File: src/rtl/vector_divider_16bit_pkg.sv
// Shared types and constants for the vector divider: FSM states, precision
// encoding and the iteration count for each lane configuration.
package vdiv_pkg;

    typedef enum logic [1:0] {
        IDLE = 2'd0,
        BUSY = 2'd1,
        DONE = 2'd2
    } vdiv_state_t;

    localparam logic [1:0] PREC_8BIT = 2'b00;
    localparam int         ITER_16   = 16;
    localparam int         ITER_8    = 8;

    // Number of restoring steps needed for a given precision code.
    function automatic logic [4:0] iter_count(input logic [1:0] prec);
        return (prec == PREC_8BIT) ? 5'(ITER_8) : 5'(ITER_16);
    endfunction

endpackage

File: src/rtl/vector_divider_16bit_div_lane_step.sv
// One combinational radix-2 restoring division step for a WIDTH-bit lane.
// The dividend shift register feeds its MSB into the partial remainder and
// collects quotient bits at its LSB, so after WIDTH steps it holds the quotient.
module div_lane_step #(
    parameter int WIDTH = 8
) (
    input  logic [WIDTH-1:0] rem_in,
    input  logic [WIDTH-1:0] shift_in,
    input  logic [WIDTH-1:0] divisor,
    output logic [WIDTH-1:0] rem_out,
    output logic [WIDTH-1:0] shift_out
);

    logic [WIDTH:0] trial;
    logic           q_bit;

    // Shift, compare against the divisor, subtract when it fits; a zero divisor
    // always fits, which yields an all-ones quotient and remainder = dividend.
    always_comb begin
        trial     = {rem_in, shift_in[WIDTH-1]};
        q_bit     = (trial >= {1'b0, divisor});
        rem_out   = q_bit ? (trial[WIDTH-1:0] - divisor) : trial[WIDTH-1:0];
        shift_out = {shift_in[WIDTH-2:0], q_bit};
    end

endmodule

File: src/rtl/vector_divider_16bit.sv
// Sequential unsigned vector divider: two 8-bit lanes or one 16-bit lane,
// one quotient bit per lane per cycle, valid/ready on both sides.
module vector_divider_16bit
    import vdiv_pkg::*;
#(
    parameter int DATA_WIDTH = 16,
    parameter int LANE_WIDTH = 8
) (
    input  logic                    clk,
    input  logic                    rst,
    input  logic [DATA_WIDTH-1:0]   operand_a_16bit,
    input  logic [DATA_WIDTH-1:0]   operand_b_16bit,
    input  logic [1:0]              precision,
    input  logic                    in_valid,
    output logic                    in_ready,
    output logic                    out_valid,
    input  logic                    out_ready,
    output logic [2*DATA_WIDTH-1:0] output_16bit_div,
    output logic [1:0]              div_by_zero
);

    vdiv_state_t           state, next_state;
    logic                  ready_en;
    logic [DATA_WIDTH-1:0] rem_q, shift_q, div_q;
    logic [DATA_WIDTH-1:0] rem_next, shift_next;
    logic [1:0]            prec_q;
    logic [4:0]            count_q;
    logic [1:0]            zero_flags;

    logic [LANE_WIDTH-1:0] rem_l0, shift_l0, rem_l1, shift_l1;
    logic [DATA_WIDTH-1:0] rem_w, shift_w;

    div_lane_step #(.WIDTH(LANE_WIDTH)) u_lane0 (
        .rem_in    (rem_q[LANE_WIDTH-1:0]),
        .shift_in  (shift_q[LANE_WIDTH-1:0]),
        .divisor   (div_q[LANE_WIDTH-1:0]),
        .rem_out   (rem_l0),
        .shift_out (shift_l0)
    );

    div_lane_step #(.WIDTH(LANE_WIDTH)) u_lane1 (
        .rem_in    (rem_q[DATA_WIDTH-1:LANE_WIDTH]),
        .shift_in  (shift_q[DATA_WIDTH-1:LANE_WIDTH]),
        .divisor   (div_q[DATA_WIDTH-1:LANE_WIDTH]),
        .rem_out   (rem_l1),
        .shift_out (shift_l1)
    );

    div_lane_step #(.WIDTH(DATA_WIDTH)) u_wide (
        .rem_in    (rem_q),
        .shift_in  (shift_q),
        .divisor   (div_q),
        .rem_out   (rem_w),
        .shift_out (shift_w)
    );

    // Latched precision picks split-lane or full-width step results.
    always_comb begin
        rem_next   = rem_w;
        shift_next = shift_w;
        if (prec_q == PREC_8BIT) begin
            rem_next   = {rem_l1, rem_l0};
            shift_next = {shift_l1, shift_l0};
        end
    end

    // Per-lane divisor zero detect on the latched divisor.
    always_comb begin
        zero_flags = {2{div_q == '0}};
        if (prec_q == PREC_8BIT) begin
            zero_flags = {div_q[DATA_WIDTH-1:LANE_WIDTH] == '0,
                          div_q[LANE_WIDTH-1:0] == '0};
        end
    end

    // in_ready is held low through reset and for the first edge after release.
    assign in_ready = (state == IDLE) && ready_en;

    // State register.
    always_ff @(posedge clk or negedge rst) begin
        if (!rst) begin
            state <= IDLE;
        end else begin
            state <= next_state;
        end
    end

    // Next-state decode: accept, iterate until the last step, hold until taken.
    always_comb begin
        next_state = state;
        case (state)
            IDLE:    if (in_valid && in_ready) next_state = BUSY;
            BUSY:    if (count_q == 5'd1)      next_state = DONE;
            DONE:    if (out_ready)            next_state = IDLE;
            default: next_state = IDLE;
        endcase
    end

    // Operand latch, per-cycle iteration, and registered result/flag/valid outputs.
    always_ff @(posedge clk or negedge rst) begin
        if (!rst) begin
            ready_en         <= 1'b0;
            rem_q            <= '0;
            shift_q          <= '0;
            div_q            <= '0;
            prec_q           <= '0;
            count_q          <= '0;
            output_16bit_div <= '0;
            div_by_zero      <= '0;
            out_valid        <= 1'b0;
        end else begin
            ready_en <= 1'b1;
            case (state)
                IDLE: begin
                    if (in_valid && in_ready) begin
                        rem_q   <= '0;
                        shift_q <= operand_a_16bit;
                        div_q   <= operand_b_16bit;
                        prec_q  <= precision;
                        count_q <= iter_count(precision);
                    end
                end
                BUSY: begin
                    rem_q   <= rem_next;
                    shift_q <= shift_next;
                    count_q <= count_q - 5'd1;
                    if (count_q == 5'd1) begin
                        output_16bit_div <= {rem_next, shift_next};
                        div_by_zero      <= zero_flags;
                        out_valid        <= 1'b1;
                    end
                end
                DONE: begin
                    if (out_ready) out_valid <= 1'b0;
                end
                default: ;
            endcase
        end
    end

endmodule
File: config.mk
export PLATFORM = sky130hd
export DESIGN_NAME = vector_divider_16bit
export DESIGN_NICKNAME = d
export VERILOG_FILES = /design/src/rtl/vector_divider_16bit_pkg.sv /design/src/rtl/vector_divider_16bit_div_lane_step.sv /design/src/rtl/vector_divider_16bit.sv
export SDC_FILE = /design/constraint.sdc
export NUM_CORES = 1
export LEC_CHECK = 0
export ABC_AREA = 0
export BUFFER_PORTS_ARGS = -buffer_cell sky130_fd_sc_hd__buf_2
export CORE_MARGIN = 1
export CORE_UTILIZATION = 35
export CTS_CLUSTER_DIAMETER = 120
export DETAILED_ROUTE_END_ITERATION = 6
export SLEW_MARGIN = 10
export SYNTH_ARGS = -nofsm -noshare
export SYNTH_HDL_FRONTEND = slang
export SYNTH_SLANG_ARGS = --single-unit
File: constraint.sdc
create_clock -name clk -period 3.6 [get_ports clk]
set_input_delay 0.9 -clock clk [delete_from_list [all_inputs] [get_ports clk]]
set_output_delay 0.9 -clock clk [all_outputs]
set_load 0.005 [all_outputs]
* Yosys cells after proc, flatten, opt, wreduce, memory -nomap -nowiden
Cells that the tools add are included.
Widths: inputs -> output; s select.
** Word-level totals
- Flip-flop bits (word level) :: 93
- Output and inout port bits :: 36
- Word-level logic and storage cells :: 58
** Cells by class
- Add/subtract/negate cells :: 4
- Magnitude comparators :: 3
- Equality and inequality tests :: 6
- Muxes and demuxes :: 20
- Reductions and logical operators :: 15
** Operators by type and width (number)
- $mux 16 :: 4
- $pmux 16 s2 :: 2
- $ge 9x8->1 :: 2
- $ge 17x16->1 :: 1
- $logic_not 16->1 :: 1
- $logic_not 8->1 :: 2
- $mux 8 :: 2
- $sub 16x16->16 :: 1
- $sub 8x8->8 :: 2
- $mux 5 :: 2
- $pmux 5 s2 :: 1
- $mux 9 :: 1
- $mux 2 :: 4
- $logic_not 2->1 :: 3
- $pmux 2 s3 :: 1
- $reduce_and 2->1 :: 3
- $reduce_and 3->1 :: 2
- $eq 5x1->1 const B :: 1
- $sub 5x1->5 const B :: 1
- $ne 2x2->1 const B :: 2
- $reduce_bool 2->1 :: 2
- $eq 2x1->1 const B :: 1
- $eq 2x2->1 const B :: 1
- $logic_and 1x1->1 :: 2
- other kinds (3) :: 4

* Longest topological paths before layout
Gate-level depths: netlist (run 1).
- Depth in word-level cells :: 5
- Depth in mapped cells :: 11

* Hierarchy
A second synthesis (run 1) with hierarchy kept.
** Unflattened totals
- Cells, all modules :: 680
- Area, all modules :: 6749.0 um2
** By module, submodules not included
- vector_divider_16bit :: instances 1, cells each 353, area an instance 4237.8 um2, sequential area each 2327.2 um2
- div_lane_step (u_wide) :: instances 1, cells each 173, area an instance 1350.0 um2, sequential area each 0.0 um2
- div_lane_step (u_lane0 ...) :: instances 2, cells each 77, area an instance 580.6 um2, sequential area each 0.0 um2

* Worst setup path after synthesis (run 1)
No wires, ideal clock.
- Path kind :: register to register
- Start :: reg rem_q[8]
- End :: reg output_16bit_div[30]
- Setup time :: 0.136 ns
- Data arrival time :: 2.631 ns
- Slack :: 0.833 ns
- Cell stages (with the launch flop) :: 11
- Path buffers :: 2
- Clock period less this slack :: 2.767 ns
- Cell sequence :: dfrtp_1 -> ha_1 -> buf_4 -> nand4_1 -> or4_4 -> o221a_4 -> a31oi_4 -> buf_4 -> nor2_1 -> a221oi_1 -> o21ai_0
** On the way
- Cells in the longest elaborated chain, start to end :: 3
** RTL lines
- start: declaration :: RTL line vector_divider_16bit.sv:24 : logic [DATA_WIDTH-1:0] rem_q, shift_q, div_q;
- start signal: assignment :: RTL line vector_divider_16bit.sv:124 : rem_q <= rem_next;
- $sub 16x16->16, or another cell as far along :: RTL line vector_divider_16bit_div_lane_step.sv:22 : rem_out = q_bit ? (trial[WIDTH-1:0] - divisor) : trial[WIDTH-1:0];
- $mux 16 / $mux 8 (equally long branches) :: RTL line vector_divider_16bit_div_lane_step.sv:22
- $mux 16 * :: RTL line vector_divider_16bit.sv:61 : if (prec_q == PREC_8BIT) begin
- end signal: assignment :: RTL line vector_divider_16bit.sv:128 : output_16bit_div <= {rem_next, shift_next};
- end: declaration :: RTL line vector_divider_16bit.sv:18 : output logic [2*DATA_WIDTH-1:0] output_16bit_div,
Mark *: on every way between the ends. The rest lies on a longest branch, timed or not.
A chain may end at the register's enable or synchronous reset.

* Worst setup path after layout (run 1)
- Start :: reg rem_q[6]
- End :: reg output_16bit_div[29]
** On the way
- Cells in the longest elaborated chain, start to end :: 3
** RTL lines (RTL line)
- $sub 16x16->16 / $ge 17x16->1 (equally long branches) :: vector_divider_16bit_div_lane_step.sv:22, vector_divider_16bit_div_lane_step.sv:21
- $mux 16 * :: vector_divider_16bit_div_lane_step.sv:22
- $mux 16 * :: vector_divider_16bit.sv:61
Marked as above.

==> metrics.cfg, run 1 <==
[synth]
synth_top_area_frac=0.429
synth_seq_area_share=0.429
synth_flop_cell=dfrtp_1
ys_warn_count=0
synth_async_sr_flop_share=1.00
synth_area_leaders=dfrtp_1, nand2_1, o21ai_0, ha_1, mux2_2
syn_area_per_cell_um2=8.81
netlist_area_um2=5430
syn_nets=677
synth_seq_cells=93
ys_types=66
synth_edf_count=0
synth_area_leader_cell=dfrtp_1
syn_inst=616

[layout]
area_delta_synth_final_pct=15.4
final_common_cell=nand2_1
multi_input_area_um2=2840
antenna_cells=0
drive_gt1_frac=0.199
fillCellCount=1518
nets=735
final_cell_mix=nand2_1, dfrtp_1, buf_2
seqCellArea_um2=2330

[grt]
grt-ovfl-total=0
grt_usage=0.200
grt_pass1_wl_um=24900
first_global_vias=4754
grt_max_degree=93
antenna_found_initial=0

[detailed_routing]
dr_total_vias=4849
drt_iter0_markers=308
ant_nets=0
drt-total-wl_um=15400
wl_per_cell_um=17.8
vias_per_cell=5.59
drtPass1Iterations=5
drc=0

[clock_network]
worstSkewPairLatency_ns=0.36
clock-sinks=93
ctsHoldBuffers=0
htreeDepth=3
cts_buffers=9
clkTransAtPathRegs_ns=0.07
clk_path_buf_depth=2
cts_tree=built
post_cts_buffers=0
postCtsResizedCells=0
root_buffer=clkbuf_16

[critical_path]
critical_path_required_ns=3.87
crit_fanout=15
slowest_stage=or4_4
slowest_delay_ns=0.57
path_common_cell=or4_4
critical_path_arrival_ns=3.57
worstPathCellList=ha_1, nand4_1, or4_4, o221a_4, a31oi_4, nor3_2, or4_4, o21ai_2
start_kind=register
end_kind=register
path_class=reg -> reg

[floorplan]
die_y_um=127
core_um2=15100
rows=45
start_util=0.358
die-area_um2=16000
ios=74
die_w_um=127

[timing]
period_minus_slack_ns=3.30
slew_headroom=0.257
final_max_slew_viol_count=0
setup_violations=0
clock.fmax_mhz=303
finalHoldViolations=0
worst_pin_slew_ns=1.11
fin_crit_sh=0.917
fin_worst_skew_ns=0.00844
tns_ns=0
rsz0062_at_grt=no

[placement]
hpwl_um=11200
gp_congestion=0.911
port-buffer-count=73

[run_status]
status=completed

[worst_hold_path]
min_path_type=in -> async

[flow_run]
maxCapViolCount=0

[logic make-up after synthesis]
logic type                 Yosys count  share of synthesized area
and+or+nand+nor                    222                      0.187
AOI/OAI and AO/OA                  188                      0.230
DFF                                 93                      0.429
buffers and inverters               65                     0.0496
adders and majority gates           23                     0.0572
muxes                               19                     0.0390
xor gates and xnor gates             5                    0.00807
other                                1                   0.000691
[sequential cells by signal, summed over array words and instances (netlist names)]
signal,flops
count_q,5
div_by_zero,2
div_q,16
state,2
output_16bit_div,32
prec_q,2
rem_q,16
ready_en,1
out_valid,1
shift_q,16
[synthesized netlist by cell type, drive strengths merged, types with 7 or more instances]
library cell,instances
inv,27
ha,20
nor3,7
nand4,7
a21oi,25
nor2,41
nand3,25
a31oi,19
mux2,17
o31ai,12
a211oi,7
clkbuf,30
o22ai,9
nand2,103
nand2b,10
buf,8
a21o,7
o21ai,60
dfrtp,93
[critical path: cells and delay by family (launching register included)]
| family | cells | cell delay (ns) |
|---|---|---|
| AOI/OAI and AO/OA | 3 | 0.88 |
| and+or+nand+nor | 4 | 1.44 |
| adders and majority gates | 1 | 0.49 |
| DFF | 1 | 0.40 |
[layout make-up]
| class | instances | share of cell area |
|---|---|---|
| Clock buffer | 9 | 0.0360 |
| Tap cell | 188 | 0.0376 |
| Multi-Input combinational cell | 458 | 0.453 |
| Inverter | 27 | 0.0162 |
| Sequential cell | 93 | 0.372 |
| Clock inverter | 7 | 0.0106 |
| Timing Repair Buffer | 85 | 0.0751 |
[through the flow]
step	util	hold WS, ns	cell area, um2	cells	setup slack [ns]
2_1_floorplan	-	0.467	5430	616	0.833
3_3_place_gp	0.394	0.461	5970	851	0.422
3_5_place_dp	0.394	0.457	5970	851	0.323
4_1_cts	0.414	0.302	6260	867	0.309
5_1_grt	0.414	0.308	6260	867	0.149
6_report	0.414	0.320	6260	867	0.299
[worst paths after layout]
kind / from / end / slack (ns) / depth (start not counted)
max in group asynchronous: rst / rem_q[2]$_DFFE_PN0P_ / 2.63 / 2
worst min register to register: output_16bit_div[26]$_DFFE_PN0P_ / output_16bit_div[26]$_DFFE_PN0P_ / 0.47 / 2
worst min-delay path: rst / output_16bit_div[27]$_DFFE_PN0P_ / 0.32 / 1
worst max-delay path: rem_q[6]$_DFFE_PN0P_ / output_16bit_div[29]$_DFFE_PN0P_ / 0.30 / 8
min in group clk: output_16bit_div[26]$_DFFE_PN0P_ / output_16bit_div[26]$_DFFE_PN0P_ / 0.47 / 2
worst max register to register: rem_q[6]$_DFFE_PN0P_ / output_16bit_div[29]$_DFFE_PN0P_ / 0.30 / 8
[per-layer routing]
metal  vias to the layer above  track usage  wire (um)
li1                       2332            -          -
met3                        18       0.0396        615
met2                       112        0.339       7400
met4                         0       0.0659        274
met5                         -            0          0
met1                      2387        0.255       7120
Power of run 1 is not shown: default switching activity piles up to over one toggle a cycle in this logic, so the estimate is an artifact.
==> run 2: changes to the inputs <==
clock period = 4.23 ns   (was 3.6 ns; I/O delays follow)
==> run 2 against run 1 <==
  * Worst hold slack better by 0.16 ns
  * Maximum frequency down 3.0%
  * Setup slack better by 0.53 ns
  * Critical path depth unchanged
  * Critical path type unchanged
  * Critical endpoint unchanged
==> metrics.cfg, run 2 (synthesis gave the netlist of run 1 again) <==
[placement]
gp_congestion=0.918  ; +0.87%
hpwl_um=11100  ; -0.88%
port-buffer-count=73  ; unchanged
placed_cell_area_um2=5910  ; -0.96%

[floorplan]
die_w_um=127  ; unchanged
die-area_um2=16000  ; unchanged
ios=74  ; unchanged
die_y_um=127  ; unchanged
core_um2=15100  ; unchanged
start_util=0.358  ; unchanged
rows=45  ; unchanged

[layout]
multi_input_area_um2=2840  ; unchanged
final_common_cell=nand2_1
area_delta_synth_final_pct=14.2
largest_reg_flops=32  ; unchanged
regMostFlops=output_16bit_div
final_cell_mix=nand2_1, dfrtp_1, buf_2
nets=729  ; -0.82%
final_cell_area_um2=6200  ; -1.1%
seqCellArea_um2=2330  ; unchanged
antenna_cells=0  ; unchanged
fillCellCount=1559  ; +2.7%
drive_gt1_frac=0.192  ; -0.00714

[timing]
fin_worst_skew_ns=0.00980  ; +0.00136 ns
slew_headroom=0.287  ; +0.0300
fin_crit_sh=0.804  ; -0.113
rsz0062_at_grt=no
tns_ns=0  ; unchanged
period_minus_slack_ns=3.40  ; +0.102 ns
worst_pin_slew_ns=1.07  ; -0.0449 ns
finalHoldViolations=0  ; unchanged
clock.fmax_mhz=294  ; -3.0%
setup_violations=0  ; unchanged
final_max_slew_viol_count=0  ; unchanged

[clock_network]
postCtsResizedCells=0  ; unchanged
htreeDepth=3  ; unchanged
cts_tree=built
clock-sinks=93  ; unchanged
ctsHoldBuffers=0  ; unchanged
cts_buffers=9  ; unchanged
post_cts_buffers=0  ; unchanged
worstSkewPairLatency_ns=0.36  ; about the same
clkTransAtPathRegs_ns=0.06  ; about the same
clk_path_buf_depth=2  ; unchanged
root_buffer=clkbuf_16

[grt]
grt_max_degree=70  ; -25%
antenna_found_initial=0  ; unchanged
grt_usage=0.202  ; +0.00209
first_global_vias=4821  ; +1.4%
grt-ovfl-total=0  ; unchanged
grt_pass1_wl_um=25200  ; +1.2%

[critical_path]
r2r_slack_ns=0.83  ; +0.53 ns
critical_path_arrival_ns=3.67  ; +0.10 ns
end_kind=register
r2r_cells=8  ; unchanged
start_kind=register
path_class=reg -> reg
worstReg2RegStart=rem_q[9]$_DFFE_PN0P_
crit_fanout=18  ; +3
critical_path_required_ns=4.50  ; +0.63 ns
r2r_end=output_16bit_div[29]$_DFFE_PN0P_

[run_status]
status=completed

[detailed_routing]
drtPass1Iterations=7  ; +2
vias_per_cell=5.60  ; +0.16%
dr_total_vias=4823  ; -0.54%
drc=0  ; unchanged
drt_iter0_markers=325  ; +5.5%
drt-total-wl_um=15300  ; -0.73%
wl_per_cell_um=17.8  ; about the same
ant_nets=0  ; unchanged

[flow_run]
maxCapViolCount=0  ; unchanged

[worst_hold_path]
hold-path-endpoint=output_16bit_div[28]$_DFFE_PN0P_
min_path_type=reg -> reg
hold_depth=2
hp-start=output_16bit_div[28]$_DFFE_PN0P_

run 2: layer usage:
| metal | routed length (um) | track usage |
|---|---|---|
| met5 | 0 | 0 |
| met4 | 502 | 0.0907 |
| met3 | 729 | 0.0430 |
| met2 | 7170 | 0.337 |
| met1 | 6900 | 0.252 |
run 2: area by class of cell:
type                            count  area share
Clock buffer                       10      0.0386
Tap cell                          188      0.0380
Multi-Input combinational cell    458       0.458
Timing Repair Buffer               79      0.0666
Sequential cell                    93       0.376
Clock inverter                      6     0.00707
Inverter                           27      0.0164
run 2: per-stage QoR:
step                instances  setup slack (ns)  hold WS [ns]  utilization
finish                    861             0.827         0.476        0.409
global route              861             0.601         0.512        0.409
CTS                       861             0.876         0.483        0.409
detailed placement        845             0.895         0.462        0.391
global placement          845             0.965         0.455        0.391
floorplan                 616              1.46         0.467            -
run 2: how the worst max path moves through the flow:
stage	startpoint	endpoint	slack [ns]	cells past startpoint
3_3_place_gp	rem_q[9]$_DFFE_PN0P_	output_16bit_div[29]$_DFFE_PN0P_	0.97	8
5_1_grt	rem_q[9]$_DFFE_PN0P_	output_16bit_div[30]$_DFFE_PN0P_	0.60	8
6_report	rem_q[9]$_DFFE_PN0P_	output_16bit_div[29]$_DFFE_PN0P_	0.83	8
2_1_floorplan	rem_q[8]$_DFFE_PN0P_	output_16bit_div[30]$_DFFE_PN0P_	1.46	10
3_5_place_dp	rem_q[9]$_DFFE_PN0P_	output_16bit_div[30]$_DFFE_PN0P_	0.89	8
4_1_cts	rem_q[9]$_DFFE_PN0P_	output_16bit_div[29]$_DFFE_PN0P_	0.88	8
run 2: worst max-delay path: stages, from the launching register on:
cell	delay [ns]
dfrtp_1	0.40
ha_1	0.51
nand4_1	0.24
or4_4	0.58
o221a_4	0.26
a31oi_4	0.58
nor3_2	0.07
or4_4	0.57
o21ai_2	0.12
Power of run 2 is left out for the same reason.
